`src/rtl/common_pkg.sv`:
```
// Shared scalar types for the core.
package common_pkg;
    typedef logic [31:0] i32;
    typedef logic [63:0] i64;
endpackage

```
`src/rtl/mdu_pkg.sv`:
```
// MDU opcodes, controller states and operand helpers.
package mdu_pkg;
    import common_pkg::*;

    typedef enum logic [2:0] {
        OP_NOP,
        OP_MULT,
        OP_MULTU,
        OP_DIV,
        OP_DIVU,
        OP_MTHI,
        OP_MTLO
    } mdu_op_t;

    typedef enum logic [2:0] {
        S_IDLE,
        S_MUL_WAIT,
        S_DIV_WAIT,
        S_FIX,
        S_DRAIN
    } mdu_state_t;

    function automatic logic is_signed_op(mdu_op_t op);
        return (op == OP_MULT) || (op == OP_DIV);
    endfunction

    // 0x80000000 negates to itself, which is the correct unsigned magnitude
    function automatic i32 magnitude(i32 x, logic sgn);
        return (sgn && x[31]) ? -x : x;
    endfunction
endpackage

```
`src/rtl/mdu_signfix.sv`:
```
// Applies operand signs to unsigned unit results to form HI/LO.
module mdu_signfix
    import common_pkg::*;
(
    input  logic        is_div,
    input  logic        sign_a,
    input  logic        sign_b,
    input  logic [63:0] res,
    output logic [31:0] hi,
    output logic [31:0] lo
);
    i64   prod;
    i32   quo;
    i32   rem;
    logic neg;

    always_comb begin
        neg  = sign_a ^ sign_b;
        prod = neg ? -res : res;
        quo  = res[31:0];
        rem  = res[63:32];
        if (neg)
            quo = -quo;
        // remainder takes the dividend's sign
        if (sign_a)
            rem = -rem;
        hi = is_div ? rem : prod[63:32];
        lo = is_div ? quo : prod[31:0];
    end
endmodule

```
`src/rtl/mdu_ctrl.sv`:
```
// Multiply/divide controller: sequences the external units and owns HI/LO.
module mdu_ctrl
    import common_pkg::*;
    import mdu_pkg::*;
(
    input  logic        clk,
    input  logic        reset,
    input  logic        req_valid,
    input  mdu_op_t     req_op,
    input  logic [31:0] req_a,
    input  logic [31:0] req_b,
    output logic        req_ready,
    input  logic        flush,
    output logic [31:0] hi,
    output logic [31:0] lo,
    output logic        mul_valid,
    output logic        div_valid,
    output logic [31:0] mul_a,
    output logic [31:0] mul_b,
    output logic [31:0] div_a,
    output logic [31:0] div_b,
    input  logic        mul_done,
    input  logic        div_done,
    input  logic [63:0] mul_c,
    input  logic [63:0] div_c
);
    mdu_state_t state, state_n;
    mdu_op_t    op_q;
    logic       sa_q, sb_q;
    i32         ma_q, mb_q;
    i64         res_q;
    i32         hi_q, lo_q;

    logic accept, capture, wr_hi, wr_lo;
    i32   hi_d, lo_d;
    i32   fix_hi, fix_lo;
    logic is_div_q, sgn_in;

    assign is_div_q = (op_q == OP_DIV) || (op_q == OP_DIVU);
    assign sgn_in   = is_signed_op(req_op);

    mdu_signfix u_signfix (
        .is_div (is_div_q),
        .sign_a (sa_q),
        .sign_b (sb_q),
        .res    (res_q),
        .hi     (fix_hi),
        .lo     (fix_lo)
    );

    always_comb begin
        state_n   = state;
        req_ready = 1'b0;
        mul_valid = 1'b0;
        div_valid = 1'b0;
        accept    = 1'b0;
        capture   = 1'b0;
        wr_hi     = 1'b0;
        wr_lo     = 1'b0;
        hi_d      = fix_hi;
        lo_d      = fix_lo;
        case (state)
            S_IDLE: begin
                if (req_valid && !flush) begin
                    case (req_op)
                        OP_MTHI: begin
                            req_ready = 1'b1;
                            wr_hi     = 1'b1;
                            hi_d      = req_a;
                        end
                        OP_MTLO: begin
                            req_ready = 1'b1;
                            wr_lo     = 1'b1;
                            lo_d      = req_a;
                        end
                        OP_MULT, OP_MULTU: begin
                            accept  = 1'b1;
                            state_n = S_MUL_WAIT;
                        end
                        OP_DIV, OP_DIVU: begin
                            if (req_b == '0) begin
                                req_ready = 1'b1;
                            end else begin
                                accept  = 1'b1;
                                state_n = S_DIV_WAIT;
                            end
                        end
                        default: req_ready = 1'b1;
                    endcase
                end
            end
            S_MUL_WAIT: begin
                mul_valid = 1'b1;
                if (flush)
                    state_n = mul_done ? S_IDLE : S_DRAIN;
                else if (mul_done) begin
                    capture = 1'b1;
                    state_n = S_FIX;
                end
            end
            S_DIV_WAIT: begin
                div_valid = 1'b1;
                if (flush)
                    state_n = div_done ? S_IDLE : S_DRAIN;
                else if (div_done) begin
                    capture = 1'b1;
                    state_n = S_FIX;
                end
            end
            S_FIX: begin
                state_n = S_IDLE;
                if (!flush) begin
                    req_ready = 1'b1;
                    wr_hi     = 1'b1;
                    wr_lo     = 1'b1;
                end
            end
            S_DRAIN: begin
                // unit must finish before it can take a new launch
                mul_valid = !is_div_q;
                div_valid = is_div_q;
                if (is_div_q ? div_done : mul_done)
                    state_n = S_IDLE;
            end
            default: state_n = S_IDLE;
        endcase
    end

    always_ff @(posedge clk or posedge reset) begin
        if (reset) begin
            state <= S_IDLE;
            op_q  <= OP_NOP;
            sa_q  <= 1'b0;
            sb_q  <= 1'b0;
            ma_q  <= '0;
            mb_q  <= '0;
            res_q <= '0;
            hi_q  <= '0;
            lo_q  <= '0;
        end else begin
            state <= state_n;
            if (accept) begin
                op_q <= req_op;
                sa_q <= sgn_in & req_a[31];
                sb_q <= sgn_in & req_b[31];
                ma_q <= magnitude(req_a, sgn_in);
                mb_q <= magnitude(req_b, sgn_in);
            end
            if (capture)
                res_q <= is_div_q ? div_c : mul_c;
            if (wr_hi)
                hi_q <= hi_d;
            if (wr_lo)
                lo_q <= lo_d;
        end
    end

    assign hi    = hi_q;
    assign lo    = lo_q;
    assign mul_a = ma_q;
    assign mul_b = mb_q;
    assign div_a = ma_q;
    assign div_b = mb_q;
endmodule

```
`config.mk`:
```
export PLATFORM = sky130hd
export DESIGN_NAME = mdu_ctrl
export DESIGN_NICKNAME = d
export VERILOG_FILES = /design/src/rtl/common_pkg.sv /design/src/rtl/mdu_pkg.sv /design/src/rtl/mdu_signfix.sv /design/src/rtl/mdu_ctrl.sv
export SDC_FILE = /design/constraint.sdc
export NUM_CORES = 1
export LEC_CHECK = 0
export CORE_ASPECT_RATIO = 0.8
export CORE_UTILIZATION = 37
export CTS_CLUSTER_DIAMETER = 60
export CTS_CLUSTER_SIZE = 30
export DETAILED_ROUTE_END_ITERATION = 6
export PLACE_DENSITY = 0.67
export SETUP_SLACK_MARGIN = 0.05
export SYNTH_ARGS = -nofsm -noshare
export SYNTH_HDL_FRONTEND = slang
export SYNTH_SLANG_ARGS = --single-unit
```
`constraint.sdc`:
```
create_clock -name clk -period 20.5 [get_ports clk]
set_input_delay 6.15 -clock clk [delete_from_list [all_inputs] [get_ports clk]]
set_output_delay 6.15 -clock clk [all_outputs]
set_load 0.02 [all_outputs]
```
==> run metrics, run 1 <==
total nets after synthesis approximately 1600; drt first-iter violations just under 1000; number of synthesized register bits 200; sequential share of power around 31%; Synth-to-Final Area Change 34.9%; global-route met1 utilization between 30% and 40%; post-synthesis instance area between 10000 and 15000 µm²; cell with the largest stage delay on the worst path sky130_fd_sc_hd__nor4_1; die boundary width a little over 200 µm; maximum capacitance violations 0; sequential-to-total area share from yosys stat 40.2%; total global-route track usage 26.8%; setup-violating endpoint count in the final report 0; count of unique library cells instantiated by Yosys 70; Routed wire per std cell approximately 22 µm; TritonCTS clock tree yes; estimated wirelength of the detail-placed design about 36 mm; worst min-delay path category reg2reg; I/O pin count around 400; most common library cells after synthesis sky130_fd_sc_hd__nand2_1 (204), sky130_fd_sc_hd__dfrtp_1 (200), sky130_fd_sc_hd__nor2_1 (139), sky130_fd_sc_hd__clkbuf_1 (86), sky130_fd_sc_hd__o21ai_0 (83); RSZ-0062 raised after global routing false; switching power summed over all nets between 0.001 and 0.0015 W; Most common cell on crit path sky130_fd_sc_hd__clkdlybuf4s50_1; number of port buffers ~400; initial antenna violation count 1; Hold Crit Start lo[0]$_DFFE_PP0P_; first-pass GRT wire length roughly 71 mm; endpoints failing hold 0; clk_lat worst skew roughly 0.45 ns; gr ovfl total 0; Slew headroom 28.2%; worst hold slack approximately 0.50 ns; diode count 0; Detail Route Antenna Nets 0; global routing met3 resource utilization about 6.1%; Lkg Pwr between 6 and 7 nW; number of clock sinks 200; total power consumption of the routed design around 0.0028 W; achievable frequency about 63 MHz; Setup TNS 0 ns; startpoint type of the worst setup path input pin; worst-case vdd ir drop roughly 70 µV; worst slew pin tran about 1.1 ns; number of CTS-inserted buffers 17; largest clock skew in the final design 0.00855 ns; timing startpoint of the critical path req_b[2]; buffer cell driving the clock tree root sky130_fd_sc_hd__clkbuf_16; layer carrying the most global-route usage met2; detailed-routing iteration count for the pre-antenna-repair pass 5; CTS resizes 0; number of max-slew violations in the final report 0; final routed DRC violation total 0; gate count of the mapped netlist 1429; Site Rows 59; largest area contributor in the netlist sky130_fd_sc_hd__dfrtp_1; WS Path Type in2out; Clock power frac approximately 13%; starting density of the core around 38%; synthesized area per cell 8.72 µm²; share of post-route cells with drive strength above 1 7.63%; proportion of netlist area held by the largest area contributor about two fifths; DR vias ~12000; number of buffers between clock root and the deepest sink 2; final critical path time including I/O delays and setup approximately 16 ns; period utilization 77.0%; maximum net fanout on the critical path 8; series of cell instances along the critical path clkdlybuf4s50_1, nor4_1, nand4_1, or3_1, o21ai_1, nand2_1, o21ai_0, clkdlybuf4s50_1; clock slew at the register clock pins of the worst setup and hold paths 0.08 ns; reg2reg setup slack around 17 ns; Pwr per Cell Area ~160 nW/µm²; met2 capacity usage during global routing between 40% and 50%; full die area 34400 µm²; proportion of register bits with asynchronous set or reset after synthesis 100%; library cell with the highest instance count after synthesis sky130_fd_sc_hd__nand2_1; count of hold buffers inserted by post-cts repair 0; number of synthesized flops with an enable pin 0; number of warning messages in the yosys log 0; internal portion of total power between 0.001 and 0.0015 W; Main synth FF type sky130_fd_sc_hd__dfrtp_1; final weighted congestion of routability-driven global placement roughly 0.92; FILL cells 3116; vias in the first global route ~11000; relative contribution of combinational cells to total power a little under three fifths; worst path arrival time 9.64 ns; Final Net Count between 1500 and 2000; vias per cell roughly 5.7; number of H-tree levels 4; core region area 32900 µm²; maximum number of pins on one net before global-route repair ~130; outcome complete, no violations; source of the worst register-to-register timing path res_q[8]$_DFFE_PP0P_; Post-CTS Setup Inserts 0; required time of the critical path about 14 ns; largest stage delay on the critical path between 0.8 and 0.9 ns; Post-Route WL between 40 and 50 mm; element type at the critical path end primary output; most area-consuming cells after synthesis sky130_fd_sc_hd__dfrtp_1 (40%), sky130_fd_sc_hd__nand2_1 (6.1%), sky130_fd_sc_hd__mux2_2 (5.4%), sky130_fd_sc_hd__xnor2_1 (5.3%), sky130_fd_sc_hd__nor2_1 (4.2%); overall die height between 150 and 200 µm; share of total power consumed by net switching 47.4%
[state kept, by name, summed over array words and instances, names as in the netlist]
name and cells:
res_q 64, div_a 32, div_b 32, hi 32
lo 32, op_q 3, state 3, sa_q 1
sb_q 1
[final cells by class]
| cell class | count | area (µm²) | share of cell area, % |
|---|---|---|---|
| clock buffers | 18 | 439 | 2.61 |
| clock inverters | 14 | 158 | 0.938 |
| inverters | 16 | 67.6 | 0.402 |
| multi-input cells | 1047 | 6540 | 38.9 |
| flip-flops and latches | 200 | 5000 | 29.8 |
| well taps | 427 | 534 | 3.18 |
| repair buffers | 409 | 4060 | 24.2 |
[worst paths after layout]
kind / endpoint / cells past startpoint
min in group asynchronous: div_a[10]$_DFFE_PP0P_ / 2
worst max-delay path: req_ready / 8
worst max register to register: hi[31]$_DFFE_PP0P_ / 6
worst min-delay path: lo[0]$_DFFE_PP0P_ / 2
max in group asynchronous: lo[19]$_DFFE_PP0P_ / 3
worst min register to register: lo[0]$_DFFE_PP0P_ / 2
[placed cells by master (no fill, tap or decap), drive strengths merged, types with 34 or more instances in the layout]
cell	netlist	routed
nor2	139	139
dfrtp	200	200
xor2	36	36
o21ai	86	86
a21oi	40	40
a31oi	82	82
nand2	204	204
clkdlybuf4s50	0	395
a22oi	50	50
xnor2	76	76
nor3	34	34
mux2	68	68
[worst max-delay path, delay by kind of cell]
family,cells,cell delay (ns)
AO/OA/AOI/OAI,2,0.49
buffers and inverters,2,1.11
AND/OR/NAND/NOR,4,1.89
[power by group through the flow]
stage               Combinational, W  Sequential, W  Clock [W]
finish                       0.00156       0.000844   0.000351
CTS                          0.00156       0.000838   0.000358
global placement             0.00154       0.000837          0
detailed placement           0.00155       0.000844          0
global route                 0.00166       0.000871   0.000370
floorplan                   0.000842       0.000880          0
[layer usage]
metal	vias up	part of all wire, %
met5	-	0.028
met4	2	1.5
met3	50	7.8
met2	532	44
met1	5888	46
li1	5600	-
[stage by stage]
step | utilization (%) | setup slack [ns] | instances | instance area [µm²]
after CTS | 51.2 | 4.79 | 2131 | 16800
after global placement | 49.3 | 4.82 | 2099 | 16200
after detailed placement | 49.3 | 4.79 | 2099 | 16200
final | 51.2 | 4.71 | 2131 | 16800
after global routing | 51.2 | 4.45 | 2131 | 16800
after floorplan | - | 5.99 | 1429 | 12500
[cell families (layout without fill, tap and decap cells)]
group | count (synthesis) | after routing | share of synthesized area, %
flops | 200 | 200 | 40.2
compound gates | 347 | 347 | 18.1
xor+xnor | 112 | 112 | 7.87
simple gates | 509 | 509 | 18.9
fa+ha+maj | 4 | 4 | 0.402
mux | 75 | 75 | 6.95
buf+inv | 182 | 457 | 7.61
(Power assumes the default switching activity.)
==> run 2, diff against run 1 <==
==> constraint.sdc (replaced) <==
create_clock -name clk -period 16.2 [get_ports clk]
set_input_delay 4.86 -clock clk [delete_from_list [all_inputs] [get_ports clk]]
set_output_delay 4.86 -clock clk [all_outputs]
set_load 0.02 [all_outputs]
==> run metrics, run 2 (synthesis results as in run 1) <==
Site Rows 59 (unchanged); first-pass GRT wire length 70.7 mm (+0.32%); count of hold buffers inserted by post-cts repair 0 (unchanged); Final Net Count 1895 (-0.053%); element type at the critical path end primary output; detailed-routing iteration count for the pre-antenna-repair pass 5 (unchanged); maximum net fanout on the critical path 8 (unchanged); gr ovfl total 0 (unchanged); number of port buffers 395 (unchanged); endpoints failing hold 0 (unchanged); diode count 0 (unchanged); FILL cells 3123 (+0.22%); die boundary width 207 µm (unchanged); starting density of the core 37.9% (unchanged); period utilization approximately four fifths; share of post-route cells with drive strength above 1 7.57% (-0.054 points); full die area 34400 µm² (unchanged); Pwr per Cell Area 206 nW/µm² (+26%); final routed DRC violation total 0 (unchanged); Inst Count DP 2098 (-0.048%); number of buffers between clock root and the deepest sink 2 (unchanged); startpoint type of the worst setup path input pin; outcome complete, no violations; Routed wire per std cell 21.9 µm (-0.43%); number of max-slew violations in the final report 0 (unchanged); Slew headroom 25.8% (-2.4 points); number of clock sinks 200 (unchanged); CTS resizes 0 (unchanged); total area of sequential cells 5000 µm² (unchanged); overall die height 166 µm (unchanged); I/O pin count 396 (unchanged); global routing met3 resource utilization 6.15% (+0.038 points); initial antenna violation count 0 (-1); achievable frequency between 70 and 80 MHz; worst-case vdd ir drop 92.7 µV (+33%); TritonCTS clock tree yes; buffer cell driving the clock tree root sky130_fd_sc_hd__clkbuf_16; number of H-tree levels 4 (unchanged); setup-violating endpoint count in the final report 0 (unchanged); final weighted congestion of routability-driven global placement 0.933 (+1.8%); clk_lat worst skew 0.45 ns (about the same); worst hold slack 0.482 ns (-0.0217 ns); total power consumption of the routed design 0.00346 W (+25%); post-layout utilization of the core 51.0% (-0.11 points); layer carrying the most global-route usage met2; Setup TNS 0 ns (unchanged); worst path arrival time 8.37 ns (-1.27 ns); most frequent standard cell in the layout excluding fill and tap cells sky130_fd_sc_hd__clkdlybuf4s50_1; number of CTS-inserted buffers 17 (unchanged); register containing the most flip-flops in the final layout res_q; Synth-to-Final Area Change 34.6%; worst slew pin tran 1.10 ns (+0.0357 ns); most frequent cells in the layout sky130_fd_sc_hd__clkdlybuf4s50_1 (395), sky130_fd_sc_hd__nand2_1 (202), sky130_fd_sc_hd__dfrtp_1 (200), sky130_fd_sc_hd__nor2_1 (136), sky130_fd_sc_hd__o21ai_0 (83); final critical path time including I/O delays and setup 13.23 ns; met2 capacity usage during global routing 41.2% (+0.44 points); WS Path Type in2out; Detail Route Antenna Nets 0 (unchanged); vias in the first global route 11300 (+0.56%); worst min-delay path category reg2reg; largest clock skew in the final design 0.0176 ns (+0.00902 ns); maximum capacitance violations 0 (unchanged); maximum number of pins on one net before global-route repair 125 (-1.6%); clock slew at the register clock pins of the worst setup and hold paths 0.08 ns (about the same); total global-route track usage 26.7% (-0.17 points); core region area 32900 µm² (unchanged); Lkg Pwr 6.45 nW (-0.30%); DR vias 12000 (-0.31%); vias per cell 5.65 (-0.27%); drt first-iter violations 1073 (+10%); Largest register FFs 64 (unchanged); final std cells w/o fill 2130 (-0.047%); estimated wirelength of the detail-placed design 35.5 mm (-0.64%); Multi-input gate area 6540 µm² (unchanged); RSZ-0062 raised after global routing false; Post-CTS Setup Inserts 0 (unchanged); required time of the critical path 11.34 ns (-3.01 ns); Post-Route WL 46.7 mm (-0.48%); global-route met1 utilization 38.2% (-0.44 points)
run 2: worst max-delay path: stages:
cell                              delay [ns]
sky130_fd_sc_hd__clkdlybuf4s50_1        0.48
sky130_fd_sc_hd__nor4_1                 0.81
sky130_fd_sc_hd__nand4_1                0.41
sky130_fd_sc_hd__or3_1                  0.60
sky130_fd_sc_hd__o21ai_1                0.32
sky130_fd_sc_hd__nand2_1                0.09
sky130_fd_sc_hd__o21ai_0                0.16
sky130_fd_sc_hd__clkdlybuf4s50_1        0.64
run 2: final timing paths:
check | from | to | slack, ns | depth (start not counted)
max in group asynchronous | reset | res_q[36]$_DFFE_PP0P_ | 9.68 | 3
min in group asynchronous | reset | div_a[10]$_DFFE_PP0P_ | 5.01 | 2
min | lo[0]$_DFFE_PP0P_ | lo[0]$_DFFE_PP0P_ | 0.48 | 2
min reg2reg | lo[0]$_DFFE_PP0P_ | lo[0]$_DFFE_PP0P_ | 0.48 | 2
max | req_b[2] | req_ready | 2.97 | 8
max reg2reg | res_q[8]$_DFFE_PP0P_ | hi[31]$_DFFE_PP0P_ | 12.37 | 6
run 2: final cells by class:
cell class | count | share of cell area (%)
Inverter | 16 | 0.403
Clock buffer | 17 | 2.54
Clock inverter | 15 | 0.843
Timing Repair Buffer | 408 | 24.2
Sequential cell | 200 | 29.9
Tap cell | 427 | 3.19
Multi-Input combinational cell | 1047 | 39.0
run 2: through the flow:
step	setup WS [ns]	cell area, µm²
5_1_grt	2.84	16800
4_1_cts	3.06	16800
3_3_place_gp	3.09	16200
2_1_floorplan	4.27	12500
3_5_place_dp	3.07	16200
6_report	2.97	16800
run 2: metal layers:
| metal | vias to the layer above | part of all wire [%] | routed length [µm] |
|---|---|---|---|
| met5 | - | 0 | 0 |
| met4 | 0 | 1.2 | 546 |
| met3 | 33 | 7.7 | 3610 |
| met2 | 528 | 45 | 21100 |
| met1 | 5873 | 46 | 21500 |
| li1 | 5600 | - | - |
run 2: power breakdown:
group	internal, W	switching, W	leakage (nW)	total (W)
clock	0.000204	0.000217	0.270	0.000421
sequential	0.000743	0.000323	2.39	0.00107
combinational	0.000869	0.00110	3.78	0.00197
